$ cat src/rtl/mult_seq_arb.sv
// Two-requester round-robin front end to an iterative shift-add multiplier.
// Define MULT_SEQ_EARLY_TERM_EN to stop iterating once the remaining multiplier bits are zero.
module mult_seq_arb #(
    parameter int N = 4,
    parameter int M = 4
) (
    input  logic           clk,
    input  logic           rstn,
    input  logic           req0_vld,
    output logic           req0_rdy,
    input  logic [N-1:0]   req0_a,
    input  logic [M-1:0]   req0_b,
    input  logic           req1_vld,
    output logic           req1_rdy,
    input  logic [N-1:0]   req1_a,
    input  logic [M-1:0]   req1_b,
    output logic           res_vld,
    input  logic           res_rdy,
    output logic           res_id,
    output logic [N+M-1:0] res_data,
    output logic           busy
);
    localparam int W  = N + M;
    localparam int CW = (M > 1) ? $clog2(M) : 1;

    typedef enum logic [1:0] {IDLE, CALC, DONE} state_t;

    state_t        state;
    logic [W-1:0]  mcand;
    logic [W-1:0]  acc;
    logic [W-1:0]  acc_next;
    logic [M-1:0]  mplier;
    logic [M-1:0]  mplier_next;
    logic [CW-1:0] cnt;
    logic          id;
    logic          last_grant;
    logic          grant0;
    logic          grant1;
    logic          xfer;
    logic          xfer_id;
    logic [N-1:0]  xfer_a;
    logic [M-1:0]  xfer_b;
    logic          last_iter;

    // On a tie the requester that did not win last time is granted.
    assign grant0   = req0_vld & (~req1_vld | last_grant);
    assign grant1   = req1_vld & (~req0_vld | ~last_grant);
    assign req0_rdy = (state == IDLE) & grant0;
    assign req1_rdy = (state == IDLE) & grant1;
    assign xfer     = req0_rdy | req1_rdy;
    assign xfer_id  = req1_rdy;
    assign xfer_a   = xfer_id ? req1_a : req0_a;
    assign xfer_b   = xfer_id ? req1_b : req0_b;
    assign busy     = (state != IDLE);

    assign mplier_next = mplier >> 1;

    always_comb begin
        // NOTE: default assignment first, so no path through this block can infer a latch.
        acc_next = acc;
        if (mplier[0]) begin
            acc_next = acc + mcand;
        end
    end

`ifdef MULT_SEQ_EARLY_TERM_EN
    assign last_iter = (cnt == CW'(M - 1)) || (mplier_next == '0);
`else
    assign last_iter = (cnt == CW'(M - 1));
`endif

    always_ff @(posedge clk or negedge rstn) begin
        if (!rstn) begin
            state      <= IDLE;
            mcand      <= '0;
            mplier     <= '0;
            acc        <= '0;
            cnt        <= '0;
            id         <= 1'b0;
            last_grant <= 1'b1;
            res_vld    <= 1'b0;
            res_id     <= 1'b0;
            res_data   <= '0;
        end else begin
            // NOTE: non-blocking assignments, so every read below sees the pre-edge value.
            case (state)
                IDLE: begin
                    if (xfer) begin
                        last_grant <= xfer_id;
                        id         <= xfer_id;
                        mcand      <= W'(xfer_a);
                        mplier     <= xfer_b;
                        acc        <= '0;
                        cnt        <= '0;
`ifdef MULT_SEQ_EARLY_TERM_EN
                        if (xfer_b == '0) begin
                            state    <= DONE;
                            res_vld  <= 1'b1;
                            res_data <= '0;
                            res_id   <= xfer_id;
                        end else begin
                            state <= CALC;
                        end
`else
                        state <= CALC;
`endif
                    end
                end
                CALC: begin
                    acc    <= acc_next;
                    mcand  <= mcand << 1;
                    mplier <= mplier_next;
                    cnt    <= cnt + CW'(1);
                    // The final accumulate is published directly into the result register.
                    if (last_iter) begin
                        state    <= DONE;
                        res_vld  <= 1'b1;
                        res_data <= acc_next;
                        res_id   <= id;
                    end
                end
                DONE: begin
                    if (res_rdy) begin
                        state   <= IDLE;
                        res_vld <= 1'b0;
                    end
                end
                default: state <= IDLE;
            endcase
        end
    end
endmodule

$ cat config.mk
export PLATFORM = sky130hd
export DESIGN_NAME = mult_seq_arb
export DESIGN_NICKNAME = d
export VERILOG_FILES = /design/src/rtl/mult_seq_arb.sv
export SDC_FILE = /design/constraint.sdc
export NUM_CORES = 1
export LEC_CHECK = 0
export ABC_AREA = 0
export ABC_CLOCK_PERIOD_IN_PS = 2100
export CAP_MARGIN = 5
export CORE_MARGIN = 4
export CORE_UTILIZATION = 35
export CTS_CLUSTER_DIAMETER = 120
export DETAILED_ROUTE_END_ITERATION = 12
export GPL_TIMING_DRIVEN = 0
export SYNTH_ARGS = -nofsm -noshare
export SYNTH_HDL_FRONTEND = slang
export SYNTH_SLANG_ARGS = --single-unit
$ cat constraint.sdc
create_clock -name clk -period 2.1 [get_ports clk]
set_input_delay 0.21 -clock clk [delete_from_list [all_inputs] [get_ports clk]]
set_output_delay 0.21 -clock clk [all_outputs]
set_load 0.05 [all_outputs]
==> impl_metrics.xml <==
<?xml version="1.0" encoding="UTF-8"?>
<metrics>
  <group name="run_status">
    <metric name="outcome" unit="">finished, final reports clean</metric>
  </group>
  <group name="timing">
    <metric name="relative_slew_slack" unit="">0.466</metric>
    <metric name="timing.fmax" unit="GHz">0.490</metric>
    <metric name="worst-slew-pin-transition" unit="ns">0.801</metric>
    <metric name="postLayoutSetupSlackWorst" unit="ns">0.0611</metric>
    <metric name="finalClockSkew" unit="ns">0.00887</metric>
    <metric name="slew_viol_final" unit="">0</metric>
    <metric name="finalSetupViolCount" unit="">0</metric>
    <metric name="grt_setup_unrepaired" unit="">true</metric>
    <metric name="final-hold-violation-count" unit="">0</metric>
    <metric name="final.min_clock_period" unit="ns">2.04</metric>
    <metric name="final_worst_path_period_share" unit="">0.971</metric>
  </group>
  <group name="global_route">
    <metric name="globalRouteTotalUtil" unit="">0.147</metric>
    <metric name="global_route_wire_length_before_repair" unit="mm">7.33</metric>
    <metric name="first_global_vias" unit="">1491</metric>
    <metric name="maximum_number_of_pins_on_one_net_before_global_route_repair" unit="">37</metric>
    <metric name="overflow" unit="">0</metric>
    <metric name="grt_antenna_before_repair" unit="">0</metric>
  </group>
  <group name="setup_path">
    <metric name="critPathRequiredTime" unit="ns">2.32</metric>
    <metric name="path_class" unit="">reg2reg</metric>
    <metric name="worst-r2r-setup-slack" unit="ns">0.06</metric>
    <metric name="endpoint_kind" unit="">register</metric>
    <metric name="timing.critical_path.max_delay_family" unit="">simple AND/OR/NAND/NOR gates</metric>
    <metric name="timing.critical_path.cells" unit="">ha_4 &gt; o211ai_1 &gt; nor3_2 &gt; o31a_1 &gt; or4b_1 &gt; nand3_1</metric>
    <metric name="end_of_the_worst_register_to_register_path" unit="">acc[7]</metric>
    <metric name="timing.critical_path.arrival" unit="ns">2.26</metric>
    <metric name="worst_path_max_delay_cell" unit="">sky130_fd_sc_hd__or4b_1</metric>
    <metric name="number_of_cells_on_the_worst_reg_to_reg_path" unit="">6</metric>
    <metric name="path_buf_inv" unit="">0</metric>
    <metric name="cpPeakStageDelay" unit="ns">0.49</metric>
    <metric name="worst-path-stages" unit="">6</metric>
    <metric name="reg2reg_from" unit="">mcand[2]</metric>
    <metric name="critical_path_peak_fanout" unit="">4</metric>
    <metric name="critPathLaunchType" unit="">register</metric>
  </group>
  <group name="cts">
    <metric name="cts-htree-levels" unit="">2</metric>
    <metric name="clock_buffer_depth" unit="">2</metric>
    <metric name="cts_tree" unit="">yes</metric>
    <metric name="clockRootBuffer" unit="">sky130_fd_sc_hd__clkbuf_8</metric>
    <metric name="clock_insertion_delay_worst_skew" unit="ns">0.28</metric>
    <metric name="clock-sinks" unit="">36</metric>
    <metric name="cts_hold_repair.buffers" unit="">0</metric>
    <metric name="cts_buffers" unit="">5</metric>
    <metric name="clk_pin_slew_worst_paths" unit="ns">0.07</metric>
  </group>
  <group name="floorplanning">
    <metric name="core.rowCount" unit="">26</metric>
    <metric name="die_area" unit="sq um">6620</metric>
    <metric name="core_area" unit="sq um">5170</metric>
    <metric name="ios" unit="">34</metric>
    <metric name="initial_utilization" unit="">0.364</metric>
    <metric name="die_w" unit="um">81.4</metric>
    <metric name="fp.dieH" unit="um">81.4</metric>
  </group>
  <group name="synth">
    <metric name="syn-instance-count" unit="">185</metric>
    <metric name="yosysTopAreaCellShare" unit="">0.465</metric>
    <metric name="synth_largest_area_cell" unit="">sky130_fd_sc_hd__dfrtp_1</metric>
    <metric name="yosys-top-cells-area" unit="">sky130_fd_sc_hd__dfrtp_1 46%, sky130_fd_sc_hd__mux2i_1 5.8%, sky130_fd_sc_hd__ha_1 5.3%, sky130_fd_sc_hd__a22o_1 5.1%, sky130_fd_sc_hd__nand2_1 4.4%</metric>
    <metric name="synth_seq_area_share" unit="">0.479</metric>
    <metric name="yosysUniqueCellTypes" unit="">33</metric>
    <metric name="syn_nets" unit="">215</metric>
    <metric name="yosys_warnings" unit="">0</metric>
    <metric name="syn-mean-instance-area" unit="sq um">10.2</metric>
    <metric name="synth_cell_area" unit="sq um">1880</metric>
    <metric name="synth-seq-cells" unit="">36</metric>
  </group>
  <group name="place">
    <metric name="number_of_port_buffers" unit="">33</metric>
    <metric name="hpwlAfterDp" unit="mm">3.11</metric>
    <metric name="post-place-cells" unit="">288</metric>
    <metric name="globalplace.congestion" unit="">0.793</metric>
    <metric name="dp_slack" unit="ns">-0.219</metric>
    <metric name="area_after_dpl" unit="sq um">2300</metric>
  </group>
  <group name="power_and_ir_drop">
    <metric name="power_per_cell_area" unit="nW/um^2">1640</metric>
    <metric name="power.total" unit="mW">4.00</metric>
    <metric name="total_leakage_power" unit="nW">1.19</metric>
    <metric name="max-vdd-ir-drop" unit="V">0.000487</metric>
  </group>
  <group name="route">
    <metric name="wl_per_cell" unit="um">14.6</metric>
    <metric name="first_pass_iters" unit="">4</metric>
    <metric name="antenna_left" unit="">0</metric>
    <metric name="vias" unit="">1532</metric>
    <metric name="via_per_inst" unit="">5.12</metric>
    <metric name="detail_route.iter0.violations" unit="">69</metric>
    <metric name="routed_wirelength" unit="mm">4.37</metric>
    <metric name="remaining_drc_errors" unit="">0</metric>
  </group>
  <group name="cells_and_area">
    <metric name="finalNetCount" unit="">258</metric>
    <metric name="layout.area.seq" unit="sq um">902</metric>
    <metric name="multi_input_area" unit="sq um">946</metric>
    <metric name="final_layout_size_suffix_gt1_frac" unit="">0.0961</metric>
    <metric name="area.growth.synth_to_final" unit="%">29.7</metric>
    <metric name="fillers" unit="">501</metric>
    <metric name="antenna_cells_inserted" unit="">0</metric>
    <metric name="layout.cell_area.non_filler" unit="sq um">2440</metric>
    <metric name="utilization" unit="">0.473</metric>
    <metric name="stdcell_count" unit="">299</metric>
  </group>
  <group name="worst_hold_path">
    <metric name="hp-class" unit="">in2async</metric>
  </group>
  <group name="flow_run">
    <metric name="cap_viol_max_count" unit="">0</metric>
  </group>
</metrics>
-- layout make-up --
cell class	instances	share of cell area
Timing Repair Buffer	36	0.140
Tap cell	70	0.0358
Clock buffer	7	0.0312
Clock inverter	1	0.00205
Buffer	9	0.0154
Inverter	13	0.0200
Multi-Input combinational cell	127	0.387
Sequential cell	36	0.369
-- Yosys cell counts --
cell,count
sky130_fd_sc_hd__dfrtp_1,35
sky130_fd_sc_hd__nand2_1,22
sky130_fd_sc_hd__a21oi_1,13
sky130_fd_sc_hd__inv_1,13
sky130_fd_sc_hd__a22o_1,11
sky130_fd_sc_hd__mux2i_1,11
sky130_fd_sc_hd__a21o_1,9
sky130_fd_sc_hd__ha_1,8
sky130_fd_sc_hd__o21ai_0,8
sky130_fd_sc_hd__nor2_1,7
sky130_fd_sc_hd__a221oi_1,6
sky130_fd_sc_hd__clkbuf_1,6
sky130_fd_sc_hd__o31ai_1,6
sky130_fd_sc_hd__a2bb2oi_1,3
sky130_fd_sc_hd__buf_2,3
sky130_fd_sc_hd__xnor2_1,3
sky130_fd_sc_hd__and3_1,2
sky130_fd_sc_hd__nand3_1,2
sky130_fd_sc_hd__nor3_1,2
sky130_fd_sc_hd__xor2_1,2
sky130_fd_sc_hd__a211oi_2,1
sky130_fd_sc_hd__a31oi_1,1
sky130_fd_sc_hd__and2_1,1
sky130_fd_sc_hd__dfstp_2,1
sky130_fd_sc_hd__fa_1,1
sky130_fd_sc_hd__nor2b_1,1
sky130_fd_sc_hd__nor4_1,1
sky130_fd_sc_hd__o211ai_1,1
sky130_fd_sc_hd__o21bai_1,1
sky130_fd_sc_hd__o311ai_0,1
sky130_fd_sc_hd__o31a_1,1
sky130_fd_sc_hd__or4_1,1
sky130_fd_sc_hd__or4b_1,1
-- worst reg2reg max path, stage by stage, from the launching register on --
cell and delay [ns]:
sky130_fd_sc_hd__dfrtp_1 0.42, sky130_fd_sc_hd__ha_4 0.27, sky130_fd_sc_hd__o211ai_1 0.28, sky130_fd_sc_hd__nor3_2 0.08, sky130_fd_sc_hd__o31a_1 0.32, sky130_fd_sc_hd__or4b_1 0.49
sky130_fd_sc_hd__nand3_1 0.11
-- layer usage --
layer | track usage | vias up | part of all wire
li1 | - | 762 | -
met1 | 0.194 | 744 | 0.46
met2 | 0.235 | 21 | 0.50
met3 | 0.0366 | 5 | 0.028
met4 | 0.0456 | 0 | 0.011
met5 | 0 | - | 0
-- cell usage in the layout, fill, tap and decap left out, drive strengths merged --
| cell type | synthesis | routed |
|---|---|---|
| o31ai | 6 | 6 |
| mux2i | 11 | 11 |
| nor2b | 1 | 1 |
| a211oi | 1 | 1 |
| a221oi | 6 | 6 |
| a21oi | 13 | 13 |
| or4b | 1 | 1 |
| o31a | 1 | 1 |
| a31oi | 1 | 1 |
| buf | 3 | 7 |
| and2 | 1 | 1 |
| ha | 8 | 8 |
| o21ai | 8 | 8 |
| dlygate4sd2 | 0 | 1 |
| clkinv | 0 | 1 |
| xor2 | 2 | 2 |
| inv | 13 | 13 |
| o21bai | 1 | 1 |
| xnor2 | 3 | 3 |
| a21o | 9 | 9 |
| clkbuf | 6 | 14 |
| o311ai | 1 | 1 |
| o211ai | 1 | 1 |
| fa | 1 | 1 |
| nor2 | 7 | 7 |
| a22o | 11 | 11 |
| a2bb2oi | 3 | 3 |
| nor3 | 2 | 2 |
| nand2 | 22 | 22 |
| or4 | 1 | 1 |
| dfrtp | 35 | 35 |
| nand3 | 2 | 2 |
| dfstp | 1 | 1 |
| nor4 | 1 | 1 |
| and3 | 2 | 2 |
| clkdlybuf4s50 | 0 | 30 |
-- state kept, by name, indices dropped and copies added (netlist names) --
signal / flops
res_vld: 1
last_grant: 1
res_data: 8
res_id: 1
cnt: 2
acc: 8
state: 2
id: 1
mplier: 4
mcand: 8
-- power breakdown --
part / switching, mW / internal [mW] / leakage, nW
logic: 1.37 / 0.937 / 0.691
clock network: 0.240 / 0.233 / 0.0422
registers: 0.212 / 1.01 / 0.452
total: 1.82 / 2.18 / 1.19
-- per-stage QoR --
step | setup TNS [ns] | hold WS [ns]
final | 0 | 0.0106
after CTS | 0 | 0.0364
after detailed placement | -1.36 | 0.350
after floorplan | 0 | -0.0856
after global routing | -0.0328 | 0.0842
after global placement | -1.71 | 0.458
-- how the worst max path moves through the flow --
stage	startpoint	endpoint	slack, ns
after floorplan	mcand[1]	res_data[7]	0.18
after global placement	req0_vld	mplier[1]	-0.18
after detailed placement	req0_vld	mplier[2]	-0.22
after CTS	mcand[2]	acc[7]	0.02
after global routing	mcand[2]	res_data[7]	-0.03
final	mcand[2]	acc[7]	0.06
-- cell families (layout without fill, tap and decap cells) --
| kind of cell | count (synthesis) | in the layout | synth area share |
|---|---|---|---|
| buffers and inverters | 22 | 66 | 0.0458 |
| multiplexers | 11 | 11 | 0.0584 |
| XOR/XNOR | 5 | 5 | 0.0232 |
| adder cells (fa/ha/maj) | 9 | 9 | 0.0637 |
| AO/OA/AOI/OAI | 62 | 62 | 0.236 |
| AND/OR/NAND/NOR | 40 | 40 | 0.0943 |
| flip-flops | 36 | 36 | 0.479 |
-- what timing repair did --
action                     in CTS  in global routing
buffers inserted                1                  2
pin swaps                       0                  4
setup endpoints to repair       3                  7
resized for setup               2                  9
No activity file was read; power rests on OpenSTA's default activity.
